File: src/rtl/sdram_axi_arbiter.sv
// Purpose : N-port AXI4 INCR-burst arbiter in front of the single-port SDRAM AXI controller.
//           Independent round-robin read and write arbiters; one outstanding burst per direction.
// Latency : 1-cycle arbitration (request seen in idle -> m_*valid_o next cycle); data/resp paths combinational.
// Backpressure: the grant is held until the burst completes; ready/valid pass straight through for the granted port only.
// Ports   : clk_i/rst_i (async active-low); s_* = NUM_PORTS upstream AXI masters (port p at slice p of each bus);
//           m_* = single downstream AXI port. Responses are steered by the registered grant, not by ID.
// Option  : define SDRAM_ARB_PRIO_EN to give port 0 fixed top priority (rr among ports 1..N-1 only).
module sdram_axi_arbiter #(
  parameter  int NUM_PORTS = 4,
  parameter  int ADDR_W    = 32,
  parameter  int DATA_W    = 32,
  parameter  int ID_W      = 4,
  localparam int STRB_W    = DATA_W / 8
) (
  input  logic                        clk_i,
  input  logic                        rst_i,
  // upstream write address / data / response
  input  logic [NUM_PORTS-1:0]        s_awvalid_i,
  output logic [NUM_PORTS-1:0]        s_awready_o,
  input  logic [NUM_PORTS*ADDR_W-1:0] s_awaddr_i,
  input  logic [NUM_PORTS*ID_W-1:0]   s_awid_i,
  input  logic [NUM_PORTS*8-1:0]      s_awlen_i,
  input  logic [NUM_PORTS-1:0]        s_wvalid_i,
  output logic [NUM_PORTS-1:0]        s_wready_o,
  input  logic [NUM_PORTS*DATA_W-1:0] s_wdata_i,
  input  logic [NUM_PORTS*STRB_W-1:0] s_wstrb_i,
  input  logic [NUM_PORTS-1:0]        s_wlast_i,
  output logic [NUM_PORTS-1:0]        s_bvalid_o,
  input  logic [NUM_PORTS-1:0]        s_bready_i,
  output logic [1:0]                  s_bresp_o,
  output logic [ID_W-1:0]             s_bid_o,
  // upstream read address / data
  input  logic [NUM_PORTS-1:0]        s_arvalid_i,
  output logic [NUM_PORTS-1:0]        s_arready_o,
  input  logic [NUM_PORTS*ADDR_W-1:0] s_araddr_i,
  input  logic [NUM_PORTS*ID_W-1:0]   s_arid_i,
  input  logic [NUM_PORTS*8-1:0]      s_arlen_i,
  output logic [NUM_PORTS-1:0]        s_rvalid_o,
  input  logic [NUM_PORTS-1:0]        s_rready_i,
  output logic [DATA_W-1:0]           s_rdata_o,
  output logic [1:0]                  s_rresp_o,
  output logic [ID_W-1:0]             s_rid_o,
  output logic                        s_rlast_o,
  // downstream port to the SDRAM controller
  output logic                        m_awvalid_o,
  input  logic                        m_awready_i,
  output logic [ADDR_W-1:0]           m_awaddr_o,
  output logic [ID_W-1:0]             m_awid_o,
  output logic [7:0]                  m_awlen_o,
  output logic [1:0]                  m_awburst_o,
  output logic                        m_wvalid_o,
  input  logic                        m_wready_i,
  output logic [DATA_W-1:0]           m_wdata_o,
  output logic [STRB_W-1:0]           m_wstrb_o,
  output logic                        m_wlast_o,
  input  logic                        m_bvalid_i,
  output logic                        m_bready_o,
  input  logic [1:0]                  m_bresp_i,
  input  logic [ID_W-1:0]             m_bid_i,
  output logic                        m_arvalid_o,
  input  logic                        m_arready_i,
  output logic [ADDR_W-1:0]           m_araddr_o,
  output logic [ID_W-1:0]             m_arid_o,
  output logic [7:0]                  m_arlen_o,
  output logic [1:0]                  m_arburst_o,
  input  logic                        m_rvalid_i,
  output logic                        m_rready_o,
  input  logic [DATA_W-1:0]           m_rdata_i,
  input  logic [1:0]                  m_rresp_i,
  input  logic [ID_W-1:0]             m_rid_i,
  input  logic                        m_rlast_i
);

  localparam int GW = $clog2(NUM_PORTS);

`ifdef SDRAM_ARB_PRIO_EN
  localparam bit PRIO_EN = 1'b1;
`else
  localparam bit PRIO_EN = 1'b0;
`endif

  localparam logic [1:0] R_IDLE = 2'd0, R_ADDR = 2'd1, R_DATA = 2'd2;
  localparam logic [1:0] W_IDLE = 2'd0, W_ADDR = 2'd1, W_DATA = 2'd2, W_RESP = 2'd3;

  // First requester found scanning cyclically from ptr. With priority enabled,
  // port 0 wins outright and is skipped by the rotating scan.
  function automatic logic [GW-1:0] rr_pick(input logic [NUM_PORTS-1:0] req,
                                            input logic [GW-1:0]        ptr);
    logic [GW-1:0] sel;
    logic          found;
    int            idx;
    sel   = '0;
    found = 1'b0;
    if (PRIO_EN && req[0]) found = 1'b1;
    for (int i = 0; i < NUM_PORTS; i++) begin
      idx = (int'(ptr) + i) % NUM_PORTS;
      if (!found && req[idx] && !(PRIO_EN && idx == 0)) begin
        sel   = GW'(idx);
        found = 1'b1;
      end
    end
    return sel;
  endfunction

  // Pointer after a completed burst: one past the winner. Port-0 wins under
  // priority leave it untouched, and the wrap then skips port 0.
  function automatic logic [GW-1:0] ptr_after(input logic [GW-1:0] gnt,
                                              input logic [GW-1:0] ptr);
    logic [GW-1:0] nxt;
    if (PRIO_EN && gnt == '0)               nxt = ptr;
    else if (gnt == GW'(NUM_PORTS - 1))     nxt = PRIO_EN ? GW'(1) : '0;
    else                                    nxt = gnt + GW'(1);
    return nxt;
  endfunction

  logic [1:0]    rd_state, wr_state;
  logic [GW-1:0] rd_gnt, rd_ptr, wr_gnt, wr_ptr;

  // ---------------- read arbiter ----------------
  always_ff @(posedge clk_i or negedge rst_i) begin
    if (!rst_i) begin
      rd_state <= R_IDLE;
      rd_gnt   <= '0;
      rd_ptr   <= '0;
    end else begin
      case (rd_state)
        R_IDLE: if (|s_arvalid_i) begin
          rd_gnt   <= rr_pick(s_arvalid_i, rd_ptr);
          rd_state <= R_ADDR;
        end
        R_ADDR: if (m_arready_i) rd_state <= R_DATA;
        R_DATA: if (m_rvalid_i && m_rready_o && m_rlast_i) begin
          rd_ptr   <= ptr_after(rd_gnt, rd_ptr);
          rd_state <= R_IDLE;
        end
        default: rd_state <= R_IDLE;
      endcase
    end
  end

  assign m_arvalid_o = (rd_state == R_ADDR);
  assign m_araddr_o  = s_araddr_i[int'(rd_gnt)*ADDR_W +: ADDR_W];
  assign m_arid_o    = s_arid_i[int'(rd_gnt)*ID_W +: ID_W];
  assign m_arlen_o   = s_arlen_i[int'(rd_gnt)*8 +: 8];
  assign m_arburst_o = 2'b01;
  assign m_rready_o  = (rd_state == R_DATA) && s_rready_i[rd_gnt];
  assign s_rdata_o   = m_rdata_i;
  assign s_rresp_o   = m_rresp_i;
  assign s_rid_o     = m_rid_i;
  assign s_rlast_o   = m_rlast_i;

  always_comb begin
    s_arready_o = '0;
    s_rvalid_o  = '0;
    if (rd_state == R_ADDR) s_arready_o[rd_gnt] = m_arready_i;
    if (rd_state == R_DATA) s_rvalid_o[rd_gnt]  = m_rvalid_i;
  end

  // ---------------- write arbiter ----------------
  always_ff @(posedge clk_i or negedge rst_i) begin
    if (!rst_i) begin
      wr_state <= W_IDLE;
      wr_gnt   <= '0;
      wr_ptr   <= '0;
    end else begin
      case (wr_state)
        W_IDLE: if (|s_awvalid_i) begin
          wr_gnt   <= rr_pick(s_awvalid_i, wr_ptr);
          wr_state <= W_ADDR;
        end
        W_ADDR: if (m_awready_i) wr_state <= W_DATA;
        W_DATA: if (m_wvalid_o && m_wready_i && m_wlast_o) wr_state <= W_RESP;
        W_RESP: if (m_bvalid_i && m_bready_o) begin
          wr_ptr   <= ptr_after(wr_gnt, wr_ptr);
          wr_state <= W_IDLE;
        end
        default: wr_state <= W_IDLE;
      endcase
    end
  end

  assign m_awvalid_o = (wr_state == W_ADDR);
  assign m_awaddr_o  = s_awaddr_i[int'(wr_gnt)*ADDR_W +: ADDR_W];
  assign m_awid_o    = s_awid_i[int'(wr_gnt)*ID_W +: ID_W];
  assign m_awlen_o   = s_awlen_i[int'(wr_gnt)*8 +: 8];
  assign m_awburst_o = 2'b01;
  // W is only accepted after the AW of the same burst, so early W is held off.
  assign m_wvalid_o  = (wr_state == W_DATA) && s_wvalid_i[wr_gnt];
  assign m_wdata_o   = s_wdata_i[int'(wr_gnt)*DATA_W +: DATA_W];
  assign m_wstrb_o   = s_wstrb_i[int'(wr_gnt)*STRB_W +: STRB_W];
  assign m_wlast_o   = s_wlast_i[wr_gnt];
  assign m_bready_o  = (wr_state == W_RESP) && s_bready_i[wr_gnt];
  assign s_bresp_o   = m_bresp_i;
  assign s_bid_o     = m_bid_i;

  always_comb begin
    s_awready_o = '0;
    s_wready_o  = '0;
    s_bvalid_o  = '0;
    if (wr_state == W_ADDR) s_awready_o[wr_gnt] = m_awready_i;
    if (wr_state == W_DATA) s_wready_o[wr_gnt]  = m_wready_i;
    if (wr_state == W_RESP) s_bvalid_o[wr_gnt]  = m_bvalid_i;
  end

endmodule

File: config.mk
export PLATFORM = sky130hd
export DESIGN_NAME = sdram_axi_arbiter
export DESIGN_NICKNAME = d
export VERILOG_FILES = /design/src/rtl/sdram_axi_arbiter.sv
export SDC_FILE = /design/constraint.sdc
export NUM_CORES = 1
export LEC_CHECK = 0
export ABC_AREA = 1
export CAP_MARGIN = 10
export CORE_AREA = 5 5 295 297
export CTS_BUF_LIST = sky130_fd_sc_hd__clkbuf_2
export DETAILED_ROUTE_END_ITERATION = 12
export DIE_AREA = 0 0 300 302
export GPL_TIMING_DRIVEN = 0
export HOLD_SLACK_MARGIN = 0.12
export PLACE_DENSITY = 0.3
export SLEW_MARGIN = 20
export SYNTH_ARGS = -nofsm -noshare
export SYNTH_HDL_FRONTEND = slang
export SYNTH_SLANG_ARGS = --single-unit
File: constraint.sdc
create_clock -name clk_i -period 2.8 [get_ports clk_i]
set_clock_uncertainty 0.15 [all_clocks]
set_input_delay 0.28 -clock clk_i [delete_from_list [all_inputs] [get_ports clk_i]]
set_output_delay 0.28 -clock clk_i [all_outputs]
set_load 0.01 [all_outputs]
Word level (Yosys, flattened, before mapping) --
Cells that the tools add are included.
Word-level totals: bits of input ports 572, latch bits 0, memories 0, bits in writable memories 0, register bits after elaboration 12, memory bits (read-only) 0, output and inout port bits 199
Cells by class: reductions and logical operators 38, shift operators 8, $lt $le $gt $ge 12, multiplexer cells 76, multipliers 0, divide/modulo/power cells 0, $add $sub $neg 8, bitwise gates (word level) 11, equality and inequality tests 14
Operators by type and width (number):
- variable part select 128 x 8 -> 32 bit | 3
- variable part select 32 x 6 -> 8 bit | 2
- variable part select 16 x 5 -> 4 bit | 3
- two-way mux 1 bit | 38
- two-way mux 2 bit | 17
- binary-select mux 1 bit (select 2 bit) | 12
- less-than comparator 3 x 4 -> 1 bit (second input constant) | 6
- bitwise AND 4 bit | 5
- two-way mux 4 bit | 5
- logical AND 1 bit | 16
- less-than comparator 2 x 3 -> 1 bit (second input constant) | 4
- OR reduction 2 bit | 6
- == test 2 bit (second input constant) | 5
- != test 2 bit (second input constant) | 5
- adder 2 x 1 -> 2 bit (second input constant) | 4
- adder 2 bit (second input constant) | 4
- case mux 2 bit (4 select lines) | 1
- AND reduction 2 bit | 4
- OR reduction 4 bit | 2
- bitwise AND 1 bit (first input constant) | 6
- logical NOT 1 bit | 6
- case mux 2 bit (3 select lines) | 1
- demux 1 bit (select 2 bit) | 2
- == test 2 x 1 -> 1 bit (second input constant) | 2
- other kinds (5) | 8

Logic depth before layout (Yosys ltp) --
word-level depth 18, depth in mapped cells 11, mapped depth without buffers 11

Worst setup path after synthesis --
Ideal clock, no wire load.
path type flip-flop to output port, from register wr_gnt[0], to output port s_bvalid_o[0], cell stages (with the launch flop) 9, path slack 0.825 ns, data arrival time 1.545 ns, path through dfrtp_1 buf_6 inv_2 buf_6 buf_4 buf_2 ha_1 inv_1 nor3_1
Between the ends: cells in the longest elaborated chain, start to end 6, elaborated cells on any way between the ends 7, those cells by class order compare: 2; mux: 3; bitwise: 1; reduce/logical: 1
RTL lines:
- start, declared | line 117 | logic [GW-1:0] rd_gnt, rd_ptr, wr_gnt, wr_ptr;
- start signal, assigned | line 168 | wr_gnt <= rr_pick(s_awvalid_i, wr_ptr);
- less-than comparator 2 x 3 -> 1 bit (not written as such) or >= comparator 2 x 1 -> 1 bit (tied branches) | line 202 | if (wr_state == W_RESP) s_bvalid_o[wr_gnt] = m_bvalid_i;
- logical AND 1 bit (not written as such) | line 202
- two-way mux 1 bit (not written as such) | line 202
- demux 1 bit (select 2 bit) * | line 202
- bitwise AND 4 bit (no source line) *
- two-way mux 4 bit * | line 202
- end, declared | line 28 | output logic [NUM_PORTS-1:0] s_bvalid_o,
Every way passes the cells marked *; elsewhere a longest branch is shown, timed or not.

Worst setup path in the final report --
from register rd_gnt[0], to output port m_araddr_o[18]
Between the ends: cells in the longest elaborated chain, start to end 1
RTL lines:
- start, declared | line 117
- start signal, assigned | line 128 | rd_gnt <= rr_pick(s_arvalid_i, rd_ptr);
- variable part select 128 x 8 -> 32 bit | line 142 | assign m_araddr_o = s_araddr_i[int'(rd_gnt)*ADDR_W +: ADDR_W];
- end, declared | line 62 | output logic [ADDR_W-1:0] m_araddr_o,
Every way passes these cells.

==> run_summary.xml <==
<?xml version="1.0" encoding="UTF-8"?>
<metrics>
  <group name="detailed_routing">
    <metric name="drt_first_iter_violations" unit="">600</metric>
    <metric name="routed_wire_length_per_instance" unit="um">21.2</metric>
    <metric name="route.antenna.remaining_nets" unit="">0</metric>
    <metric name="detailroute.via_count" unit="">10300</metric>
    <metric name="firstDrtPassIters" unit="">5</metric>
    <metric name="wl" unit="mm">60.6</metric>
    <metric name="drc" unit="">0</metric>
    <metric name="avgViaCountPerCell" unit="">3.59</metric>
  </group>
  <group name="placement">
    <metric name="routabilityCongestion" unit="">0.882</metric>
    <metric name="detailedPlace.worstSlack" unit="ns">-0.850</metric>
    <metric name="place_hpwl" unit="mm">53.0</metric>
    <metric name="port_buffers" unit="">722</metric>
  </group>
  <group name="cells_and_area">
    <metric name="drive_gt1_share" unit="%">10.2</metric>
    <metric name="design.final.nets" unit="">2345</metric>
    <metric name="area.growth.synth_to_final" unit="%">170</metric>
  </group>
  <group name="power">
    <metric name="worst_ir_drop_vdd" unit="V">0.000255</metric>
    <metric name="p_total" unit="mW">10.7</metric>
    <metric name="static-leakage-power" unit="nW">5.78</metric>
    <metric name="power.density_cell_area" unit="nW/um2">756</metric>
  </group>
  <group name="logic_synthesis">
    <metric name="synth_top_cells_by_area" unit="">sky130_fd_sc_hd__o21ai_0 (24%), sky130_fd_sc_hd__nor2_1 (20%), sky130_fd_sc_hd__o22ai_1 (15%)</metric>
    <metric name="synthesis.yosys.warnings" unit="">0</metric>
    <metric name="ys_dominant_reg_cell" unit="">sky130_fd_sc_hd__dfrtp_1</metric>
    <metric name="synth_sequential_area_ratio" unit="%">5.72</metric>
    <metric name="post_synth_fa_ha_maj_area_fraction" unit="%">3.10</metric>
    <metric name="async_reset_ff_share" unit="%">100</metric>
    <metric name="syn-instance-count" unit="">1027</metric>
    <metric name="number_of_library_cell_types_mapped_by_synthesis" unit="">28</metric>
    <metric name="synth_mux_area_share" unit="%">0</metric>
    <metric name="synth_most_common_cell" unit="">sky130_fd_sc_hd__nor2_1</metric>
    <metric name="synth_area_leader_cell" unit="">sky130_fd_sc_hd__o21ai_0</metric>
    <metric name="list_of_most_frequent_post_synthesis_cells" unit="">sky130_fd_sc_hd__nor2_1 (280), sky130_fd_sc_hd__o21ai_0 (250), sky130_fd_sc_hd__o22ai_1 (125)</metric>
    <metric name="synth_simple_gate_area_share" unit="%">33.4</metric>
    <metric name="synth_edf_count" unit="">0</metric>
    <metric name="yosys_register_bits" unit="">12</metric>
    <metric name="synth.avg_cell_area" unit="um2">5.11</metric>
    <metric name="synth_compound_gate_area_share" unit="%">39.7</metric>
    <metric name="netlist_area" unit="um2">5250</metric>
    <metric name="combinational_family_with_the_most_area_after_synthesis" unit="">compound AO/OA/AOI/OAI gates</metric>
    <metric name="yosys.area.top_type_share" unit="%">23.8</metric>
    <metric name="synth-xor-area-share" unit="%">0</metric>
  </group>
  <group name="timing">
    <metric name="report.final.hold_viol_count" unit="">0</metric>
    <metric name="timing.final.crit_period" unit="ns">2.72</metric>
    <metric name="finalSetupViolCount" unit="">0</metric>
    <metric name="max_freq" unit="MHz">368</metric>
    <metric name="max_slew_margin" unit="%">57.8</metric>
    <metric name="final_critical_path_setup_slack" unit="ns">0.0841</metric>
    <metric name="setup-tns-final" unit="ns">0</metric>
    <metric name="timing.final.max_slew_violations" unit="">0</metric>
    <metric name="tightestPinTransition" unit="ns">0.631</metric>
    <metric name="timing.final.crit_share" unit="%">97.0</metric>
  </group>
  <group name="setup_path">
    <metric name="r2r_start" unit="">wr_gnt[0]$_DFFE_PN0P_</metric>
    <metric name="critPathRequiredTime" unit="ns">2.37</metric>
    <metric name="critical_path.startpoint_type" unit="">flip-flop</metric>
    <metric name="setup.worst_path.start" unit="">rd_gnt[0]$_DFFE_PN0P_</metric>
    <metric name="timing.critical_path.to_type" unit="">output port</metric>
    <metric name="critical_path_s_largest_stage_delay" unit="ns">0.50</metric>
    <metric name="timing_worst_setup_path_type" unit="">flip-flop to output port</metric>
    <metric name="r2r_end" unit="">wr_ptr[1]$_DFFE_PN0P_</metric>
    <metric name="critical_path.most_common_cell" unit="">sky130_fd_sc_hd__buf_6</metric>
    <metric name="ff2ff_path_depth" unit="">8</metric>
    <metric name="worstPathMaxFanout" unit="">10</metric>
    <metric name="regToRegSetupSlack" unit="ns">0.82</metric>
    <metric name="cp-endpoint" unit="">m_araddr_o[18]</metric>
    <metric name="timing.critical_path.arrival" unit="ns">2.29</metric>
    <metric name="worst_path_max_delay_cell" unit="">sky130_fd_sc_hd__clkdlybuf4s50_1</metric>
    <metric name="crit_chain" unit="">buf_4 &gt; inv_2 &gt; buf_6 &gt; buf_6 &gt; nor2_1 &gt; o22ai_1 &gt; clkdlybuf4s50_1</metric>
  </group>
  <group name="clock_tree">
    <metric name="clock_input_transition_at_the_sequential_cells_of_the_worst_setup_and_hold_paths" unit="ns">0.17</metric>
    <metric name="clkLatencyLatePin" unit="ns">0.29</metric>
    <metric name="cts.path.max_buffers" unit="">2</metric>
    <metric name="cts-buffers-inserted" unit="">3</metric>
    <metric name="clock-root-buffer" unit="">sky130_fd_sc_hd__clkbuf_2</metric>
    <metric name="clock_tree_from_tritoncts" unit="">done</metric>
    <metric name="count_of_clock_tree_sinks" unit="">12</metric>
    <metric name="post_cts_hold_buffer_count" unit="">0</metric>
    <metric name="clock_tree.htree_level_count" unit="">1</metric>
  </group>
  <group name="grt">
    <metric name="grt_use_total" unit="%">12.1</metric>
    <metric name="global_route_wire_length_before_repair" unit="mm">80.1</metric>
    <metric name="vias_in_the_first_global_route" unit="">10400</metric>
    <metric name="grt_antenna_before_repair" unit="">18</metric>
    <metric name="grt_max_degree" unit="">13</metric>
    <metric name="globalRouteOverflowTotal" unit="">0</metric>
  </group>
  <group name="floorplanning">
    <metric name="effective_utilization_at_floorplan" unit="%">6.22</metric>
    <metric name="io_pins" unit="">771</metric>
    <metric name="die_w" unit="um">300</metric>
    <metric name="die_y" unit="um">302</metric>
    <metric name="die_area" unit="um2">90600</metric>
    <metric name="placeableCoreArea" unit="um2">84300</metric>
    <metric name="site_row_count" unit="">107</metric>
  </group>
  <group name="outcome">
    <metric name="status" unit="">complete, no violations</metric>
  </group>
  <group name="run">
    <metric name="cap_violations" unit="">0</metric>
  </group>
  <group name="min_path">
    <metric name="worstHoldPathType" unit="">primary input to async pin</metric>
  </group>
</metrics>
==> metrics by stage <==
stage          std cells  hold slack (ns)  utilization (%)  cell area, um2
3_3_place_gp        2841            0.318             16.4           13800
4_1_cts             2847            0.257             16.7           14100
5_1_grt             2854            0.267             16.8           14200
2_1_floorplan       1029           -0.166                -            5260
6_report            2855            0.196             16.8           14200
3_5_place_dp        2841            0.332             16.4           13800
==> how the worst min path moves through the flow <==
stage / startpoint / endpoint / slack [ns]
after floorplan: rst_i / rd_gnt[0]$_DFFE_PN0P_ / -0.17
after global placement: rd_state[1]$_DFFE_PN0P_ / rd_state[0]$_DFFE_PN0P_ / 0.32
after detailed placement: rd_state[1]$_DFFE_PN0P_ / rd_state[0]$_DFFE_PN0P_ / 0.33
after CTS: rst_i / rd_state[1]$_DFFE_PN0P_ / 0.26
after global routing: rst_i / rd_ptr[1]$_DFFE_PN0P_ / 0.27
final: rst_i / rd_state[1]$_DFFE_PN0P_ / 0.20
==> what timing repair did <==
action	4_1_cts	5_1_grt
gates cloned	0	0
resized for setup	215	53
pin swaps	0	2
buffers inserted	3	1
setup endpoints to repair	140	48
==> cells in the final DEF (no fill, tap or decap), drive strengths merged, types with 3 or more instances in the layout <==
| master | synthesis | layout |
|---|---|---|
| dlygate4sd2 | 0 | 86 |
| o22ai | 125 | 125 |
| inv | 45 | 44 |
| a21oi | 4 | 4 |
| nor3 | 4 | 4 |
| nor2 | 282 | 282 |
| conb | 2 | 4 |
| clkdlybuf4s15 | 0 | 3 |
| nand2 | 117 | 117 |
| ha | 13 | 13 |
| clkdlybuf4s50 | 0 | 606 |
| dlymetal6s2s | 0 | 23 |
| clkbuf | 48 | 52 |
| dfrtp | 12 | 12 |
| o21ai | 251 | 251 |
| buf | 87 | 94 |
| nand3 | 26 | 26 |
| diode | 0 | 7 |
==> worst max-delay path: cells and delay by family (launching register included) <==
kind                   cells  cell delay [ns]
AOI/OAI and AO/OA          1             0.15
buffers and inverters      5             1.05
DFF                        1             0.46
and+or+nand+nor            1             0.31
==> logic make-up after synthesis <==
group	count (synthesis)
simple gates	436
compound gates	384
buf+inv	180
fa+ha+maj	13
flops	12
other cells	2
==> registers in the layout, summed over array words and instances, names as in the netlist <==
signal,count
rd_gnt,2
rd_ptr,2
rd_state,2
wr_gnt,2
wr_ptr,2
wr_state,2
==> final cells by class <==
cell class,count,area (um2)
fill,9786,70200
timing repair buffer,726,7200
multi-input combinational,837,4090
tap,1090,1360
buffer,135,1020
sequential,12,305
inverter,45,173
antenna,7,17.5
clock buffer,3,15.0
==> per-layer routing <==
metal,up-vias,wire length [um],track usage (%)
met5,-,24,0
met4,4,1110,2.22
met1,4826,25800,16.0
met3,44,3780,1.97
li1,4931,-,-
met2,446,29800,21.1
==> power by group <==
group	switching [mW]	total [mW]	internal, mW
combinational	5.98	10.3	4.28
clock	0.0699	0.0991	0.0292
sequential	0.103	0.370	0.267
total	6.16	10.7	4.57
No activity file was read; power rests on OpenSTA's default activity.
